### config.mk
export PLATFORM = sky130hd
export DESIGN_NAME = time_set
export DESIGN_NICKNAME = d
export VERILOG_FILES = /design/src/rtl/clock_pkg.sv /design/src/rtl/debounce.sv /design/src/rtl/time_set.sv
export SDC_FILE = /design/constraint.sdc
export NUM_CORES = 1
export LEC_CHECK = 0
export BUFFER_PORTS_ARGS = -buffer_cell sky130_fd_sc_hd__buf_2
export CAP_MARGIN = 0
export CORE_MARGIN = 2
export CORE_UTILIZATION = 60
export CTS_CLUSTER_DIAMETER = 100
export DETAILED_ROUTE_END_ITERATION = 6
export PLACE_DENSITY = 0.93
export REMOVE_ABC_BUFFERS = 1
export SYNTH_ARGS = -nofsm -noshare
export SYNTH_HDL_FRONTEND = slang
export SYNTH_SLANG_ARGS = --single-unit
### constraint.sdc
create_clock -name clock -period 3.4 [get_ports clock]
set_input_delay 0.17 -clock clock [delete_from_list [all_inputs] [get_ports clock]]
set_output_delay 0.17 -clock clock [all_outputs]
set_load 0.05 [all_outputs]
### src/rtl/clock_pkg.sv
// -----------------------------------------------------------------------------
// clock_pkg
// Shared types and helpers for the clock time-setting block.
//   state_e     : edit FSM states (RUN and one state per edited field)
//   field_e     : field code driven on time_set.field
//   bcd_time_t  : packed BCD hh:mm:ss as held by the set_* registers
//   HOUR_MAX    : largest legal hour value (23)
//   MIN_SEC_MAX : largest legal minute/second value (59)
// Helper functions perform BCD increment with wrap and legality checks.
// -----------------------------------------------------------------------------
package clock_pkg;

  localparam int HOUR_MAX    = 23;
  localparam int MIN_SEC_MAX = 59;

  typedef enum logic [1:0] {
    ST_RUN   = 2'd0,
    ST_SET_H = 2'd1,
    ST_SET_M = 2'd2,
    ST_SET_S = 2'd3
  } state_e;

  typedef enum logic [1:0] {
    FIELD_NONE    = 2'd0,
    FIELD_HOURS   = 2'd1,
    FIELD_MINUTES = 2'd2,
    FIELD_SECONDS = 2'd3
  } field_e;

  typedef struct packed {
    logic [1:0] h_msd;
    logic [3:0] h_lsd;
    logic [2:0] m_msd;
    logic [3:0] m_lsd;
    logic [2:0] s_msd;
    logic [3:0] s_lsd;
  } bcd_time_t;

  function automatic field_e field_of(input state_e s);
    case (s)
      ST_SET_H: return FIELD_HOURS;
      ST_SET_M: return FIELD_MINUTES;
      ST_SET_S: return FIELD_SECONDS;
      default:  return FIELD_NONE;
    endcase
  endfunction

  function automatic logic hour_legal(input logic [1:0] msd, input logic [3:0] lsd);
    return (lsd <= 4'd9) && ((int'(msd) * 10 + int'(lsd)) <= HOUR_MAX);
  endfunction

  function automatic logic min_sec_legal(input logic [2:0] msd, input logic [3:0] lsd);
    return (lsd <= 4'd9) && ((int'(msd) * 10 + int'(lsd)) <= MIN_SEC_MAX);
  endfunction

  // Hours +1 in BCD, wrapping HOUR_MAX -> 00. Any out-of-range input also
  // lands on a legal value, so the register can never drift out of range.
  function automatic logic [5:0] hour_inc(input logic [1:0] msd, input logic [3:0] lsd);
    logic [1:0] m;
    logic [3:0] l;
    m = msd;
    l = lsd;
    if ((int'(msd) * 10 + int'(lsd)) >= HOUR_MAX) begin
      m = 2'd0;
      l = 4'd0;
    end else if (lsd >= 4'd9) begin
      m = msd + 2'd1;
      l = 4'd0;
    end else begin
      l = lsd + 4'd1;
    end
    return {m, l};
  endfunction

  // Minutes +1 in BCD, wrapping MIN_SEC_MAX -> 00.
  function automatic logic [6:0] min_sec_inc(input logic [2:0] msd, input logic [3:0] lsd);
    logic [2:0] m;
    logic [3:0] l;
    m = msd;
    l = lsd;
    if ((int'(msd) * 10 + int'(lsd)) >= MIN_SEC_MAX) begin
      m = 3'd0;
      l = 4'd0;
    end else if (lsd >= 4'd9) begin
      m = msd + 3'd1;
      l = 4'd0;
    end else begin
      l = lsd + 4'd1;
    end
    return {m, l};
  endfunction

  // Snapshot of the running time; an illegal field is replaced by 00 so the
  // edit registers start from a legal value.
  function automatic bcd_time_t capture_time(
    input logic [1:0] h_msd, input logic [3:0] h_lsd,
    input logic [2:0] m_msd, input logic [3:0] m_lsd,
    input logic [2:0] s_msd, input logic [3:0] s_lsd
  );
    bcd_time_t t;
    t = '0;
    if (hour_legal(h_msd, h_lsd)) begin
      t.h_msd = h_msd;
      t.h_lsd = h_lsd;
    end
    if (min_sec_legal(m_msd, m_lsd)) begin
      t.m_msd = m_msd;
      t.m_lsd = m_lsd;
    end
    if (min_sec_legal(s_msd, s_lsd)) begin
      t.s_msd = s_msd;
      t.s_lsd = s_lsd;
    end
    return t;
  endfunction

endpackage

### src/rtl/debounce.sv
// -----------------------------------------------------------------------------
// debounce
// Button conditioning: 2-FF synchronizer, stability-count debouncer and
// rising-edge detector on the debounced level.
//   clock   : system clock
//   reset   : synchronous, active-high
//   btn_i   : raw asynchronous button, high when pressed
//   press_o : one-cycle pulse on each accepted 0->1 debounced edge
// -----------------------------------------------------------------------------
module debounce #(
  parameter int DEBOUNCE_CYCLES = 1000000
) (
  input  logic clock,
  input  logic reset,
  input  logic btn_i,
  output logic press_o
);

  localparam int CW = (DEBOUNCE_CYCLES > 1) ? $clog2(DEBOUNCE_CYCLES) : 1;
  localparam logic [CW-1:0] CNT_LAST = CW'(DEBOUNCE_CYCLES - 1);

  logic          sync1_q, sync2_q;
  logic          level_q, level_d;
  logic          press_q, press_d;
  logic [CW-1:0] cnt_q, cnt_d;

  // The counter tracks how many consecutive synchronized samples have
  // disagreed with the accepted level; any agreeing sample restarts it.
  always_comb begin
    // NOTE: every always_comb output gets a default first, so no path can
    // leave it unassigned and infer a latch.
    level_d = level_q;
    press_d = 1'b0;
    cnt_d   = '0;
    if (sync2_q != level_q) begin
      if (cnt_q == CNT_LAST) begin
        level_d = sync2_q;
        press_d = sync2_q;  // only the 0->1 acceptance is a press
      end else begin
        cnt_d = cnt_q + CW'(1);
      end
    end
  end

  // NOTE: sequential state uses non-blocking assignments so every register
  // samples the pre-edge values, exactly like the hardware flops.
  always_ff @(posedge clock) begin
    if (reset) begin
      sync1_q <= 1'b0;
      sync2_q <= 1'b0;
      level_q <= 1'b0;
      press_q <= 1'b0;
      cnt_q   <= '0;
    end else begin
      sync1_q <= btn_i;
      sync2_q <= sync1_q;
      level_q <= level_d;
      press_q <= press_d;
      cnt_q   <= cnt_d;
    end
  end

  assign press_o = press_q;

endmodule

### src/rtl/time_set.sv
// -----------------------------------------------------------------------------
// time_set
// Two-button time-setting controller for a BCD hh:mm:ss clock.
//   clock, reset       : single clock, synchronous active-high reset
//   enable1hz          : one-cycle pulse per second (timeout and blink)
//   btn_mode, btn_inc  : raw buttons (mode steps fields, inc edits)
//   cur_*              : running time, captured when editing starts
//   set_*              : edited time presented to the counters
//   load               : one-cycle commit pulse after leaving SET_S by mode
//   setting, field     : edit-mode flag and field code, registered
//   blink              : blank request for the edited field
// -----------------------------------------------------------------------------
module time_set
  import clock_pkg::*;
#(
  parameter int DEBOUNCE_CYCLES = 1000000,
  parameter int TIMEOUT_S       = 30
) (
  input  logic       clock,
  input  logic       reset,
  input  logic       enable1hz,
  input  logic       btn_mode,
  input  logic       btn_inc,
  input  logic [1:0] cur_h_Msd,
  input  logic [3:0] cur_h_Lsd,
  input  logic [2:0] cur_m_Msd,
  input  logic [3:0] cur_m_Lsd,
  input  logic [2:0] cur_s_Msd,
  input  logic [3:0] cur_s_Lsd,
  output logic [1:0] set_h_Msd,
  output logic [3:0] set_h_Lsd,
  output logic [2:0] set_m_Msd,
  output logic [3:0] set_m_Lsd,
  output logic [2:0] set_s_Msd,
  output logic [3:0] set_s_Lsd,
  output logic       load,
  output logic       setting,
  output logic [1:0] field,
  output logic       blink
);

  localparam int TW = $clog2(TIMEOUT_S + 1);
  localparam logic [TW-1:0] TO_LAST = TW'(TIMEOUT_S - 1);

  logic mode_press, inc_press;

  debounce #(.DEBOUNCE_CYCLES(DEBOUNCE_CYCLES)) u_db_mode (
    .clock   (clock),
    .reset   (reset),
    .btn_i   (btn_mode),
    .press_o (mode_press)
  );

  debounce #(.DEBOUNCE_CYCLES(DEBOUNCE_CYCLES)) u_db_inc (
    .clock   (clock),
    .reset   (reset),
    .btn_i   (btn_inc),
    .press_o (inc_press)
  );

  state_e          state_q, state_d;
  bcd_time_t       set_q, set_d;
  logic [TW-1:0]   to_q, to_d;
  logic            load_q, load_d;
  logic            blink_q, blink_d;
  logic            setting_q, setting_d;
  field_e          field_q, field_d;

  always_comb begin
    state_d = state_q;
    set_d   = set_q;
    to_d    = to_q;
    load_d  = 1'b0;
    blink_d = blink_q;

    if (state_q == ST_RUN) begin
      // inc is ignored here; the set_* registers simply hold.
      to_d    = '0;
      blink_d = 1'b0;
      if (mode_press) begin
        state_d = ST_SET_H;
        set_d   = capture_time(cur_h_Msd, cur_h_Lsd, cur_m_Msd, cur_m_Lsd,
                               cur_s_Msd, cur_s_Lsd);
      end
    end else begin
      // Mode has priority over a coincident inc; either one is an accepted
      // press and restarts the timeout.
      if (mode_press) begin
        to_d = '0;
        case (state_q)
          ST_SET_H: state_d = ST_SET_M;
          ST_SET_M: state_d = ST_SET_S;
          default: begin
            state_d = ST_RUN;
            load_d  = 1'b1;
          end
        endcase
      end else if (inc_press) begin
        to_d = '0;
        case (state_q)
          ST_SET_H: {set_d.h_msd, set_d.h_lsd} = hour_inc(set_q.h_msd, set_q.h_lsd);
          ST_SET_M: {set_d.m_msd, set_d.m_lsd} = min_sec_inc(set_q.m_msd, set_q.m_lsd);
          default: begin
            set_d.s_msd = 3'd0;
            set_d.s_lsd = 4'd0;
          end
        endcase
      end else if (enable1hz) begin
        // The pulse that would bring the count to TIMEOUT_S abandons the
        // edit instead; no load is issued.
        if (to_q == TO_LAST) begin
          state_d = ST_RUN;
          to_d    = '0;
        end else begin
          to_d = to_q + TW'(1);
        end
      end

      if (enable1hz) begin
        blink_d = ~blink_q;
      end
      if (state_d == ST_RUN) begin
        blink_d = 1'b0;
      end
    end

    // Flags are registered from the next state so they change on the same
    // edge as the state register itself.
    setting_d = (state_d != ST_RUN);
    field_d   = field_of(state_d);
  end

  // NOTE: reset sits inside the clocked block, so it is synchronous and wins
  // over every other input on that edge.
  always_ff @(posedge clock) begin
    if (reset) begin
      state_q   <= ST_RUN;
      set_q     <= '0;
      to_q      <= '0;
      load_q    <= 1'b0;
      blink_q   <= 1'b0;
      setting_q <= 1'b0;
      field_q   <= FIELD_NONE;
    end else begin
      state_q   <= state_d;
      set_q     <= set_d;
      to_q      <= to_d;
      load_q    <= load_d;
      blink_q   <= blink_d;
      setting_q <= setting_d;
      field_q   <= field_d;
    end
  end

  assign set_h_Msd = set_q.h_msd;
  assign set_h_Lsd = set_q.h_lsd;
  assign set_m_Msd = set_q.m_msd;
  assign set_m_Lsd = set_q.m_lsd;
  assign set_s_Msd = set_q.s_msd;
  assign set_s_Lsd = set_q.s_lsd;
  assign load      = load_q;
  assign setting   = setting_q;
  assign field     = field_q;
  assign blink     = blink_q;

endmodule

==> results.cfg, run 1 <==
[logic_synthesis]
async_flop_share = 0
synth-seq-cells = 79
syn_area_um2 = 4369
yosysUniqueCellTypes = 64
synth_area_leader_cell = dfxtp_1
ys_seq_area_frac = 0.3620
synth_cells = 488
syn_area_per_cell_um2 = 8.953
synthTopCellsByArea = dfxtp_1, ha_1, nor2_1
synth_edf_count = 0
synth_ff_type = dfxtp_1
yosysWarnings = 0
netlist.area_leader.share = 0.3620

[setup_path]
rrSetupSlack_ns = 0.94
cp.required_ns = 3.68
rr_worst_depth = 8
crit_fanout = 6
crit_arrival_ns = 2.74
end_kind = register
worstReg2RegStart = set_h_Msd[0]
cp-start-kind = register
path_class = reg -> reg
r2r-end = set_h_Lsd[2]
crit_slowest_cell = a211oi_2
slowest_delay_ns = 0.45
cp_cell_sequence = ha_1, fa_1, xor2_1, a31oi_1, o21ai_0, a211oi_2, a32oi_1, o221ai_1

[hold_path]
worstHoldEndpoint = u_db_inc.sync1_q
worst_hold_path_type = in -> reg
hold_path_startpoint = btn_inc
hold_depth = 2

[global_routing]
grt_first_pass_wirelength_um = 14880
antenna_found_initial = 0
grt.overflow.total = 0
grt_pass1_vias = 3562
grt_max_degree = 32
track_usage = 0.2340

[timing]
max_freq_ghz = 0.4070
setup_viol = 0
rsz0062_at_grt = no
slew_viol_final = 0
period_share = 0.7227
setup_tns_ns = 0
hold_violations = 0
period_needed_ns = 2.457
relSlewSlack = 0.3746
max_slew.worst_pin.slew_ns = 0.9381
finClkSkew_ns = 0.006923

[route]
detail-route-antenna-nets = 0
drt_wl_total_um = 8869
viasPerCell = 5.716
post-route-drc-count = 0
wl_per_cell_um = 13.92
firstDrtPassIters = 5
drtIter0Drc = 174
vias = 3641

[power]
power_leakage_nw = 1.891
p_per_area_nw_per_um2 = 346.2
ir_worst_vdd_mv = 0.3083

[floorplanning]
ios = 50
die_h_um = 89.34
core_um2 = 7137
die_area_um2 = 7981
start_util = 0.6122
fp.dieW_um = 89.34
rows = 31

[placement]
port_buffers = 49
globalplace.congestion = 0.8849
dp_hpwl_um = 6596
post_dp_cell_area_um2 = 4656

[clocking]
cts_tree = yes
ctsRootBufferMaster = clkbuf_8
cts_hold_buf = 0
cts_buffers = 9
postCtsSetupRepairBufs = 0
cts_buffer_depth = 2
insertion_delay_ns = 0.36
cts-htree-levels = 3
cts_resized = 0
path_clk_slew_ns = 0.08
cts.sinks = 79

[status]
status = complete, no violations

[layout]
areaGrowthSynthToFinish_pct = 10.48
n_antenna_cell = 0
design_area_um2 = 4827
fin_nets = 601
layout-drive-gt1-share = 0.1357

[flow_run]
cap_violations = 0
[worst max path at each step]
stage / startpoint / end / slack (ns) / cells after the start
2_1_floorplan: set_m_Msd[2] / set_m_Msd[0] / 0.92 / 8
3_3_place_gp: set_h_Msd[0] / set_h_Lsd[0] / 1.08 / 8
4_1_cts: set_h_Msd[0] / set_h_Lsd[2] / 0.97 / 8
5_1_grt: set_h_Msd[0] / set_h_Lsd[1] / 0.74 / 8
3_5_place_dp: set_h_Msd[0] / set_h_Lsd[2] / 0.98 / 8
6_report: set_h_Msd[0] / set_h_Lsd[2] / 0.94 / 8
[logic make-up (layout without fill, tap and decap cells)]
family          count (synthesis)  after routing  share of synthesized area
xor+xnor                       50             50                     0.1002
flops                          79             79                     0.3620
simple gates                  183            183                     0.2116
fa+ha+maj                      43             43                     0.1317
mux                             2              2                   0.004582
buf+inv                        44             94                    0.04381
compound gates                 87             87                     0.1460
[sequential cells by signal (all words and copies together) (netlist names), 2 cells and up]
| name | count |
|---|---|
| set_s_Msd | 3 |
| state_q | 2 |
| set_h_Msd | 2 |
| u_db_inc.cnt_q | 20 |
| to_q | 5 |
| set_m_Lsd | 4 |
| set_m_Msd | 3 |
| u_db_mode.cnt_q | 20 |
| set_h_Lsd | 4 |
| set_s_Lsd | 4 |
[per-stage QoR]
step	util	instances	power, mW	hold slack, ns	setup WS, ns
CTS	0.6764	637	1.681	0.03375	0.9709
global placement	0.6523	621	1.058	0.4045	1.078
floorplan	-	473	1.019	0.2362	0.9172
global route	0.6764	637	1.728	0.05688	0.7442
detailed placement	0.6523	621	1.067	0.3913	0.9827
finish	0.6764	637	1.671	0.03486	0.9428
[Yosys cell counts (5+ instances only)]
library cell / count
nor2_1: 65
nand2_1: 26
o21ai_0: 13
nand4_1: 10
nor2b_1: 7
inv_1: 29
and3_1: 9
nor4_1: 6
xor2_1: 25
fa_1: 5
and4_1: 5
a21oi_1: 17
dfxtp_1: 79
nand3_1: 26
a211oi_1: 7
a32o_1: 8
a221oi_1: 6
clkbuf_1: 6
ha_1: 38
a31oi_1: 5
xnor2_1: 25
[power by group]
group / internal [mW] / leakage [nW] / switching (mW) / total, mW
clock network: 0.269 / 0.0870 / 0.356 / 0.625
registers: 0.927 / 0.637 / 0.00158 / 0.929
logic: 0.0490 / 1.17 / 0.0684 / 0.117
[cell type report]
cell class	count	area [µm²]
Multi-Input combinational cell	365	2596
Fill cell	591	2310
Sequential cell	79	1582
Timing Repair Buffer	49	245.2
Clock buffer	10	127.6
Tap cell	99	123.9
Inverter	29	108.9
Clock inverter	6	43.79
[cells in the final DEF (no fill, tap or decap), types with 3 or more instances in the layout]
cell / netlist / final
inv_1: 29 / 29
nand4_1: 10 / 10
nor2_1: 65 / 65
a31oi_1: 5 / 5
nand3_1: 26 / 26
and3_1: 9 / 9
ha_1: 38 / 38
or3_1: 4 / 4
nor4_1: 6 / 6
nor3_1: 4 / 4
clkbuf_8: 0 / 9
o21ai_0: 13 / 13
a21o_1: 4 / 4
dfxtp_1: 79 / 79
and2_1: 4 / 4
a22oi_1: 3 / 3
a221oi_1: 6 / 6
o211ai_1: 3 / 3
xor2_1: 25 / 25
a21oi_1: 17 / 17
nor2b_1: 7 / 7
a32o_1: 8 / 8
a211oi_1: 7 / 7
and4_1: 5 / 5
nand3b_1: 3 / 3
buf_2: 3 / 49
xnor2_1: 25 / 25
nand2_1: 26 / 26
fa_1: 5 / 5
[critical path: cells and delay by family, from the launching register on]
family / cells / cell delay [ns]
adder cells (fa/ha/maj): 2 / 0.64
XOR/XNOR: 1 / 0.18
flip-flops: 1 / 0.36
AO/OA/AOI/OAI: 5 / 1.21
[layer usage]
layer  share of wire  up-vias  global-route usage
li1                -     1824                   -
met1            0.44     1723              0.2606
met2            0.50       76              0.4276
met3           0.034       18             0.04063
met4           0.023        0              0.1140
met5               0        -                   0
Power figures use the tool's default switching activity.
==> run 2: changes to the inputs <==
Settings changed: CORE_UTILIZATION 60 to 59, PLACE_DENSITY 0.93 to 0.91.
Clock period 3.4 ns to 2.6 ns, I/O delays scaled along.
==> run 2 against run 1 <==
  * Total power up 35%
  * Flip-flop and latch count stayed put
  * Sequential share of layout area is 0.47 points lower
  * Largest power group unchanged
==> results.cfg, run 2 (synthesis gave the netlist of run 1 again) <==
[status]
status = complete, no violations

[layout]
reg_top3 = u_db_inc.cnt_q (20), u_db_mode.cnt_q (20), to_q (5)
fin_nets = 607
layout-drive-gt1-share = 0.1434
fin_cells = 643
final_cell_mix = dfxtp_1, nor2_1, buf_2
n_antenna_cell = 0
areaGrowthSynthToFinish_pct = 12.08
final_common_cell = dfxtp_1

[placement]
globalplace.congestion = 0.9111
port_buffers = 49
dp_hpwl_um = 6747
dpl.cell_count = 624

[global_routing]
grt_pass1_vias = 3691
grt_first_pass_wirelength_um = 15970
grt_max_degree = 32
antenna_found_initial = 0
track_usage = 0.2358
grt.overflow.total = 0

[setup_path]
crit_arrival_ns = 2.66
crit_slowest_cell = fa_1
path_class = reg -> reg
cp.required_ns = 2.86
crit_fanout = 7
rrSetupSlack_ns = 0.19
rr_worst_depth = 8
end_kind = register
slowest_delay_ns = 0.43
cp-start-kind = register
cp_cell_sequence = ha_1, fa_1, xnor2_1, o21ai_0, a21oi_1, or2_1, nand3_1, a221oi_1

[power]
p_seq_frac = 0.539
intPower_mw = 1.723
p_switching_mw = 0.5313
combPwrFrac = 0.070
p_clk_frac = 0.391
finalPower_mw = 2.254
switching_share = 0.2357
p_per_area_nw_per_um2 = 460.3
power_leakage_nw = 1.926
ir_worst_vdd_mv = 0.4224

[route]
drt_wl_total_um = 9391
viasPerCell = 5.837
firstDrtPassIters = 4
drtIter0Drc = 204
wl_per_cell_um = 14.60
post-route-drc-count = 0
vias = 3753
detail-route-antenna-nets = 0

[hold_path]
worst_hold_path_type = in -> reg
hold_depth = 2

[timing]
setup_tns_ns = 0
period_needed_ns = 2.406
max_slew.worst_pin.slew_ns = 0.9472
slew_viol_final = 0
hold_violations = 0
finClkSkew_ns = 0.01421
rsz0062_at_grt = no
setup_viol = 0
max_freq_ghz = 0.4156
relSlewSlack = 0.3685
period_share = 0.9254

[floorplanning]
die_area_um2 = 8110
core_um2 = 7214
fp.dieW_um = 90.06
die_h_um = 90.06
start_util = 0.6056
ios = 50
rows = 31

[flow_run]
cap_violations = 0

[clocking]
cts_buffer_depth = 2
path_clk_slew_ns = 0.08
cts_tree = yes
cts-htree-levels = 3
insertion_delay_ns = 0.35
ctsRootBufferMaster = clkbuf_8
cts.sinks = 79
cts_buffers = 9
## run 2: critical path: cells and delay by family, from the launching register on
family	cells	cell delay (ns)
DFF	1	0.39
adders and majority gates	2	0.69
xor gates and xnor gates	1	0.24
AOI/OAI and AO/OA	3	0.58
and+or+nand+nor	2	0.41
## run 2: final cells by class
cell class                 count  area (µm²)
clock buffer                  11       131.4
clock inverter                 5       58.81
fill                         574        2317
inverter                      29       108.9
multi-input combinational    365        2600
sequential                    79        1582
tap                           99       123.9
timing repair buffer          55       292.8
## run 2: layer usage
| metal | share of wire | global-route usage | routed length (µm) | up-vias |
|---|---|---|---|---|
| met3 | 0.045 | 0.06790 | 422 | 19 |
| met1 | 0.43 | 0.2643 | 4042 | 1797 |
| met5 | 0 | 0 | 0 | - |
| met2 | 0.51 | 0.4292 | 4762 | 104 |
| li1 | - | - | - | 1833 |
| met4 | 0.017 | 0.07564 | 164 | 0 |
## run 2: final timing paths
path | startpoint | end
setup / recovery | set_m_Msd[0] | set_m_Lsd[1]
hold / removal | btn_mode | u_db_mode.sync1_q
setup reg to reg | set_m_Msd[0] | set_m_Lsd[1]
hold reg to reg | u_db_mode.sync1_q | u_db_mode.sync2_q
## run 2: metrics by stage
step                      utilization  hold WS, ns  instance area [µm²]  setup WS (ns)
final                          0.6788      0.01461                 4897         0.1939
after detailed placement       0.6485       0.3637                 4678         0.1514
after CTS                      0.6762     0.002964                 4878         0.1697
after global placement         0.6485       0.3631                 4678         0.2692
after floorplan                     -       0.1962                 4287         0.1172
after global routing           0.6788      0.02434                 4897        0.04827
## run 2: what timing repair did
action	in CTS	in global routing
setup buffers	0	2
endpoints found under the setup margin	0	3
hold endpoints to repair	1	0
gates resized for setup	0	2
hold buffers	1	0
## run 2: power groups by stage
stage          registers (mW)  logic, mW  clock network, mW
3_3_place_gp             1.24      0.144                  0
2_1_floorplan            1.24     0.0905                  0
3_5_place_dp             1.24      0.155                  0
6_report                 1.21      0.158              0.881
4_1_cts                  1.21      0.157              0.902
5_1_grt                  1.22      0.175              0.948
